`config.mk`:
```
export PLATFORM = sky130hd
export DESIGN_NAME = ex_mem_pipe
export DESIGN_NICKNAME = d
export VERILOG_FILES = /design/src/rtl/ex_mem_pipe.sv
export SDC_FILE = /design/constraint.sdc
export NUM_CORES = 1
export LEC_CHECK = 0
export CORE_MARGIN = 1
export CORE_UTILIZATION = 34
export CTS_BUF_LIST = sky130_fd_sc_hd__clkbuf_4 sky130_fd_sc_hd__clkbuf_8
export CTS_CLUSTER_SIZE = 25
export DETAILED_ROUTE_END_ITERATION = 10
export GPL_ROUTABILITY_DRIVEN = 0
export PLACE_DENSITY = 0.61
export SLEW_MARGIN = 30
export SYNTH_ARGS = -nofsm -noshare
export SYNTH_HDL_FRONTEND = slang
export SYNTH_SLANG_ARGS = --single-unit
```
`constraint.sdc`:
```
create_clock -name clk -period 8 [get_ports clk]
set_input_delay 1.6 -clock clk [delete_from_list [all_inputs] [get_ports clk]]
set_output_delay 1.6 -clock clk [all_outputs]
set_load 0.05 [all_outputs]
```
`src/rtl/ex_mem_pipe.sv`:
```
// EX->MEM pipeline register: valid/ready handshake, optional one-entry skid buffer,
// synchronous flush and a saturating back-pressure counter.
module ex_mem_pipe #(
   parameter int unsigned DATA_W  = 32,
   parameter int unsigned ADDR_W  = 5,
   parameter int unsigned MOP_W   = 4,
   parameter int unsigned SKID_EN = 1,
   parameter int unsigned CNT_W   = 16
) (
   input  logic              clk,
   input  logic              rst,
   input  logic              flush,
   input  logic              ex_valid,
   output logic              ex_ready,
   input  logic [ADDR_W-1:0] ex_wd,
   input  logic              ex_wreg,
   input  logic [DATA_W-1:0] ex_wdata,
   input  logic [MOP_W-1:0]  ex_mop,
   input  logic [DATA_W-1:0] ex_maddr,
   input  logic [DATA_W-1:0] ex_msdata,
   output logic              mem_valid,
   input  logic              mem_ready,
   output logic [ADDR_W-1:0] mem_wd,
   output logic              mem_wreg,
   output logic [DATA_W-1:0] mem_wdata,
   output logic [MOP_W-1:0]  mem_mop,
   output logic [DATA_W-1:0] mem_maddr,
   output logic [DATA_W-1:0] mem_msdata,
   output logic [CNT_W-1:0]  stall_cnt
);

   localparam int unsigned PW = ADDR_W + 1 + MOP_W + 3 * DATA_W;

   logic [PW-1:0]    in_pl;
   logic [PW-1:0]    main_q, main_d;
   logic [PW-1:0]    skid_q, skid_d;
   logic             main_valid_q, main_valid_d;
   logic             skid_valid_q, skid_valid_d;
   logic [CNT_W-1:0] stall_q, stall_d;
   logic             acc, pop;

   assign in_pl = {ex_wd, ex_wreg, ex_wdata, ex_mop, ex_maddr, ex_msdata};
   assign {mem_wd, mem_wreg, mem_wdata, mem_mop, mem_maddr, mem_msdata} = main_q;
   assign mem_valid = main_valid_q;
   assign stall_cnt = stall_q;

   // With the skid, ready comes straight from a flop so EX never sees mem_ready.
   assign ex_ready = (SKID_EN != 0) ? ~skid_valid_q : (~main_valid_q | mem_ready);

   assign acc = ex_valid & ex_ready;
   assign pop = main_valid_q & mem_ready;

   always_comb begin
      main_d       = main_q;
      main_valid_d = main_valid_q;
      skid_d       = skid_q;
      skid_valid_d = skid_valid_q;
      if (flush) begin
         main_d       = '0;
         main_valid_d = 1'b0;
         skid_d       = '0;
         skid_valid_d = 1'b0;
      end else if (SKID_EN == 0) begin
         // Skid flops stay at reset value here and are pruned in synthesis.
         if (acc) begin
            main_d       = in_pl;
            main_valid_d = 1'b1;
         end else if (pop) begin
            main_d       = '0;
            main_valid_d = 1'b0;
         end
      end else if (!main_valid_q) begin
         if (acc) begin
            main_d       = in_pl;
            main_valid_d = 1'b1;
         end
      end else if (!skid_valid_q) begin
         if (acc && mem_ready) begin
            main_d = in_pl;
         end else if (acc) begin
            skid_d       = in_pl;
            skid_valid_d = 1'b1;
         end else if (mem_ready) begin
            main_d       = '0;
            main_valid_d = 1'b0;
         end
      end else if (mem_ready) begin
         main_d       = skid_q;
         skid_d       = '0;
         skid_valid_d = 1'b0;
      end
   end

   always_comb begin
      stall_d = stall_q;
      if (main_valid_q && !mem_ready && !(&stall_q)) begin
         stall_d = stall_q + CNT_W'(1);
      end
   end

   always_ff @(posedge clk or posedge rst) begin
      if (rst) begin
         main_q       <= '0;
         main_valid_q <= 1'b0;
         skid_q       <= '0;
         skid_valid_q <= 1'b0;
         stall_q      <= '0;
      end else begin
         main_q       <= main_d;
         main_valid_q <= main_valid_d;
         skid_q       <= skid_d;
         skid_valid_q <= skid_valid_d;
         stall_q      <= stall_d;
      end
   end

endmodule

```
==> results.md, run 1 <==
* Mean Syn Cell Area at 10.0 µm²
* DRT iter0 DRCs at 653
* Crit-path leading delay family: buffers and inverters
* IO Pins at 235
* CTS buffer count at 42
* Total number of vias at 8,167
* Global-route wire length before repair at 44,700 µm
* Status: completed
* Fin crit share at 48.7%
* Initial antenna violation count at 3
* Final hold vios at 0
* Post-Layout Cell Count at 1,635
* Die Y at 175 µm
* Post-CTS Hold Buffers at 0
* Pin count of the biggest net entering global routing at 107
* # rows at 62
* Clk sinks at 230
* WHS at 492 ps
* Worst-margin pin slew at 887 ps
* CP max FO at 68
* Max incr delay on CP at 740 ps
* Fmax at 0.256 GHz
* Post-CTS setup buffers at 0
* Worst Hold Launch: main_q[31]
* DR pass1 iterations at 5
* CP Cell Sequence: clkdlybuf4s50_1, a21oi_1, o21a_4, buf_4, a221oi_1, nor2_1
* Peak supply drop at 0.000117 V
* Placed insts at 1,567
* Slowest cell on the critical path: buf_4
* Synth warn at 0
* Total gr overflow at 0
* Leading cell types in the layout, fill and taps excluded: clkdlybuf4s50_1 (234), dfrtp_1 (230), nor2_1 (213)
* DR DRC count at 0
* Worst slew margin at 40.9%
* Design area at 13,600 µm²
* WP data arrival at 4360 ps
* Net Count, Synth at 1,125
* Mapped cell area at 10,100 µm²
* PortBufs at 234
* Max Cap Viol at 0
* Hold path endpoint: main_q[31]
* Worst r2r src: mem_valid
* GRT Total Usage at 18.2%
* Chip width at 175 µm
* CP Data Required Time at 8460 ps
* Worst setup EP type: flop
* Worst reg-to-reg path cell count at 5
* Accumulated negative setup slack at 0 ps
* Lkg Pwr at 6.26 nW
* Routed vias/inst at 5.00
* Final ANT Viol Nets at 0
* Sequential element share of the synthesized area at 56.7%
* Total wire length at 27,500 µm
* R2R Path End: main_q[8]
* Area post-placement at 12,800 µm²
* FF-to-FF setup slack at 5050 ps
* Layout cells sized above 1 at 6.96%
* Number of library cell types mapped by synthesis at 35
* Buf/Inv on CP at 2
* CORE AREA at 29,000 µm²
* Register bit total from synthesis at 230
* Pwr dens at 245 nW/µm²
* Fin Clk Skew at 14.0 ps
* Syn Inst Count at 1,013
* Min cycle time layout at 3900 ps
* Clk_lat worst skew at 530 ps
* CTS clk-pin slew, worst paths at 60 ps
* CTS H-tree depth at 2
* Final #Nets at 1,339
* CTS max path bufs at 3
* Post_cts resized at 0
* Slew Limit Fails at 0
* Worst Hold Path Cells at 2
* CTS tree: done
* Min-delay worst type: flop to flop
* RSZ-0062 raised after global routing: no
* HPWL Detailed at 16,500 µm
* Final setup fails at 0
* WL per Instance at 16.8 µm
* Commonest non-fill, non-tap cell in the layout: clkdlybuf4s50_1
* Starting density of the core at 35.0%
* Die footprint at 30,500 µm²
* Crit Path Class: input port to flop
* Startpoint Class: input port
* Clock root cell: clkbuf_8
* Vias in the first global route at 8,263
* Area delta synth->final at 34.4%
-- worst register-to-register path, delay by kind of cell (launching register included) --
kind | cells | cell delay (ps)
flops | 1 | 720
compound gates | 1 | 270
simple gates | 3 | 1080
buf+inv | 1 | 840
-- state kept, by name, indices dropped and copies added (netlist names) --
signal,count
main_q,106
skid_valid_q,1
skid_q,106
mem_valid,1
stall_cnt,16
-- worst max path at each step --
stage,start,end,cells past startpoint
floorplan,rst,main_q[0],1
global placement,flush,skid_q[54],5
detailed placement,flush,main_q[40],6
CTS,flush,main_q[40],6
global route,flush,main_q[8],6
finish,flush,main_q[8],6
-- routing by layer --
layer | track usage [%] | vias to the layer above | routed length [µm]
met2 | 27.5 | 289 | 12100
li1 | - | 3826 | -
met3 | 4.33 | 47 | 1870
met4 | 5.07 | 2 | 511
met1 | 26.0 | 4003 | 13000
met5 | 0 | - | 17
-- power breakdown --
| part | internal (W) | total, W | switching [W] |
|---|---|---|---|
| clock | 0.000620 | 0.00109 | 0.000471 |
| sequential | 0.00130 | 0.00139 | 0.0000914 |
| combinational | 0.000306 | 0.000851 | 0.000545 |
-- layout make-up --
cell class	instances	area [µm²]
inverters	111	424
diodes	1	2.50
fillers	2749	15400
flip-flops and latches	230	5760
multi-input cells	599	3710
well taps	384	480
repair buffers	243	2460
clock inverters	3	23.8
clock buffers	64	787
-- cell families after synthesis --
family	count (synthesis)	share of synthesized area (%)
and+or+nand+nor	360	14.3
DFF	230	56.7
buffers and inverters	184	7.30
AOI/OAI and AO/OA	116	9.69
muxes	108	10.7
xor gates and xnor gates	14	1.21
adders and majority gates	1	0.123
-- per-stage QoR --
stage | utilization (%) | worst slack (ps) | total power [W]
finish | 47.0 | 4100 | 0.00334
global placement | 44.1 | 3610 | 0.00226
CTS | 47.0 | 4140 | 0.00338
floorplan | - | 95.4 | 0.00194
detailed placement | 44.2 | 3560 | 0.00227
global route | 47.0 | 3930 | 0.00350
-- synthesized netlist by cell type --
| cell | count | share of area [%] |
|---|---|---|
| dfrtp_1 | 230 | 57 |
| nor2_1 | 215 | 8.0 |
| nand2_1 | 115 | 4.3 |
| inv_1 | 111 | 4.1 |
| mux2i_1 | 106 | 10 |
| a221oi_1 | 105 | 9.1 |
| clkbuf_1 | 41 | 1.5 |
| buf_2 | 19 | 0.94 |
| xor2_1 | 12 | 1.0 |
| buf_1 | 7 | 0.26 |
| nor3_1 | 6 | 0.30 |
| a21oi_1 | 5 | 0.25 |
| buf_4 | 5 | 0.37 |
| nand3_1 | 5 | 0.25 |
| nor4_1 | 4 | 0.25 |
| nand4_1 | 3 | 0.18 |
| mux2_1 | 2 | 0.22 |
| nor4b_1 | 2 | 0.17 |
| o21ai_1 | 2 | 0.099 |
| or3_1 | 2 | 0.12 |
| xnor2_1 | 2 | 0.17 |
| a2bb2oi_1 | 1 | 0.086 |
| buf_6 | 1 | 0.11 |
| ha_1 | 1 | 0.12 |
| nand2b_1 | 1 | 0.062 |
| nand2b_4 | 1 | 0.14 |
| nand3b_1 | 1 | 0.074 |
| nor2b_1 | 1 | 0.062 |
| nor3b_1 | 1 | 0.074 |
| nor4_2 | 1 | 0.12 |
| nor4_4 | 1 | 0.21 |
| o21a_1 | 1 | 0.074 |
| o21ai_0 | 1 | 0.049 |
| o31ai_1 | 1 | 0.074 |
| or2_2 | 1 | 0.062 |
No activity file was read; power rests on OpenSTA's default activity.
==> run 2: changes to the inputs <==
--- a/config.mk
+++ b/config.mk
@@ -11,7 +11,7 @@
 export CTS_CLUSTER_SIZE = 25
 export DETAILED_ROUTE_END_ITERATION = 10
 export GPL_ROUTABILITY_DRIVEN = 0
-export PLACE_DENSITY = 0.61
+export PLACE_DENSITY = 0.59
 export SLEW_MARGIN = 30
 export SYNTH_ARGS = -nofsm -noshare
 export SYNTH_HDL_FRONTEND = slang
==> constraint.sdc (replaced) <==
create_clock -name clk -period 4 [get_ports clk]
set_input_delay 0.8 -clock clk [delete_from_list [all_inputs] [get_ports clk]]
set_output_delay 0.8 -clock clk [all_outputs]
set_load 0.05 [all_outputs]
==> results.md, run 2 (same netlist as run 1, synthesis figures left out) <==
* Clk_lat worst skew at 540 ps (about the same)
* Layout cells sized above 1 at 7.40% (+0.44 points)
* DRT iter0 DRCs at 651 (-0.31%)
* Total wire length at 27,800 µm (+1.0%)
* CTS max path bufs at 3 (unchanged)
* Pin count of the biggest net entering global routing at 125 (+17%)
* Peak supply drop at 0.000304 V (+160%)
* DR DRC count at 0 (unchanged)
* Pwr dens at 489 nW/µm² (+100%)
* Worst slew margin at 48.9% (+8.0 points)
* Leading cell types in the layout, fill and taps excluded: clkdlybuf4s50_1 (234), dfrtp_1 (230), nor2_1 (213)
* Total number of vias at 8,151 (-0.20%)
* GRT Total Usage at 18.4% (+0.16 points)
* Slowest cell on the critical path: clkdlybuf4s50_1
* CTS H-tree depth at 2 (unchanged)
* FF-to-FF setup slack at 1800 ps (-3250 ps)
* RSZ-0062 raised after global routing: no
* HPWL Detailed at 16,900 µm (+2.5%)
* Accumulated negative setup slack at 0 ps (unchanged)
* Max Cap Viol at 0 (unchanged)
* Worst r2r src: mem_valid
* Commonest non-fill, non-tap cell in the layout: clkdlybuf4s50_1
* CTS clk-pin slew, worst paths at 50 ps (about the same)
* Fin crit share at 74.6%
* Worst slack at placement at 917 ps (-2650 ps)
* Die footprint at 30,500 µm² (unchanged)
* Crit Path Class: flop to primary output
* # rows at 62 (unchanged)
* PortBufs at 234 (unchanged)
* Vias in the first global route at 8,157 (-1.3%)
* Min cycle time layout at 2990 ps
* DR pass1 iterations at 5 (unchanged)
* Clock root cell: clkbuf_8
* Final #Nets at 1,343 (+0.30%)
* Lkg Pwr at 6.32 nW (+0.92%)
* CP endpoint: mem_valid
* Final hold vios at 0 (unchanged)
* Final core utilization at 47.4% (+0.41 points)
* Worst-margin pin slew at 767 ps (-120 ps)
* Antenna Cells at 0 (-1)
* Final worst slack at 1010 ps (-3090 ps)
* Total gr overflow at 0 (unchanged)
* Post-CTS Hold Buffers at 0 (unchanged)
* Status: completed
* CP startpoint: mem_valid
* Slew Limit Fails at 0 (unchanged)
* WL per Instance at 16.9 µm (+0.70%)
* Power Total at 0.00673 W (+100%)
* Clk sinks at 230 (unchanged)
* Worst setup EP type: primary output
* Worst reg-to-reg path cell count at 5 (unchanged)
* Area post-placement at 12,900 µm² (+0.86%)
* Global-route wire length before repair at 44,800 µm (+0.29%)
* CTS buffer count at 41 (-2.4%)
* Final setup fails at 0 (unchanged)
* Buf/Inv on CP at 1 (-1)
* CP Cell Sequence: clkdlybuf4s50_1
* Chip width at 175 µm (unchanged)
* WP data arrival at 2190 ps (-2170 ps)
* CORE AREA at 29,000 µm² (unchanged)
* Critical path depth in cells at 1 (-5)
* Startpoint Class: flop
* Initial antenna violation count at 0 (-3)
* Fmax at 0.335 GHz
* Final ANT Viol Nets at 0 (unchanged)
* Fin Clk Skew at 10.8 ps (-3.12 ps)
* Post_cts resized at 0 (unchanged)
* Post-CTS setup buffers at 0 (unchanged)
* Area delta synth->final at 35.6%
* Routed vias/inst at 4.97 (-0.50%)
* CTS tree: done
* Die Y at 175 µm (unchanged)
* IO Pins at 235 (unchanged)
* CP Data Required Time at 3200 ps (-5260 ps)
* Min-delay worst type: flop to flop
* Max incr delay on CP at 960 ps (+220 ps)
* R2R Path End: main_q[25]
* Crit-path leading delay family: buffers and inverters
* Design area at 13,800 µm² (+0.88%)
* Starting density of the core at 35.0% (unchanged)
* CP max FO at 11 (-84%)
-- run 2: layout make-up --
class	instances	area, µm²
flip-flops and latches	230	5760
clock inverters	4	22.5
clock buffers	64	812
multi-input cells	599	3710
fillers	2791	15300
repair buffers	248	2560
well taps	384	480
inverters	111	420
-- run 2: how the worst min path moves through the flow --
stage,cells past startpoint,end,slack [ps],startpoint
after global routing,2,main_q[8],510,main_q[8]
after CTS,2,main_q[30],500,main_q[30]
after floorplan,2,skid_q[85],490,skid_q[85]
after global placement,2,main_q[100],480,main_q[100]
final,2,main_q[9],490,main_q[9]
after detailed placement,2,main_q[30],480,main_q[30]
-- run 2: through the flow --
| step | std cells | hold slack, ps |
|---|---|---|
| after floorplan | 1013 | 493 |
| after global placement | 1572 | 477 |
| after detailed placement | 1572 | 484 |
| after CTS | 1640 | 496 |
| after global routing | 1640 | 510 |
| final | 1640 | 489 |
-- run 2: per-layer routing --
layer / vias up / global-route usage (%) / share of wire [%]
li1: 3811 / - / -
met1: 4031 / 26.1 / 47
met2: 267 / 27.6 / 45
met3: 42 / 4.61 / 6.3
met4: 0 / 5.22 / 2.0
met5: - / 0 / 0
-- run 2: power breakdown --
group	switching (W)	internal, W
clock network	0.000951	0.00128
logic	0.00109	0.000620
registers	0.000184	0.00260
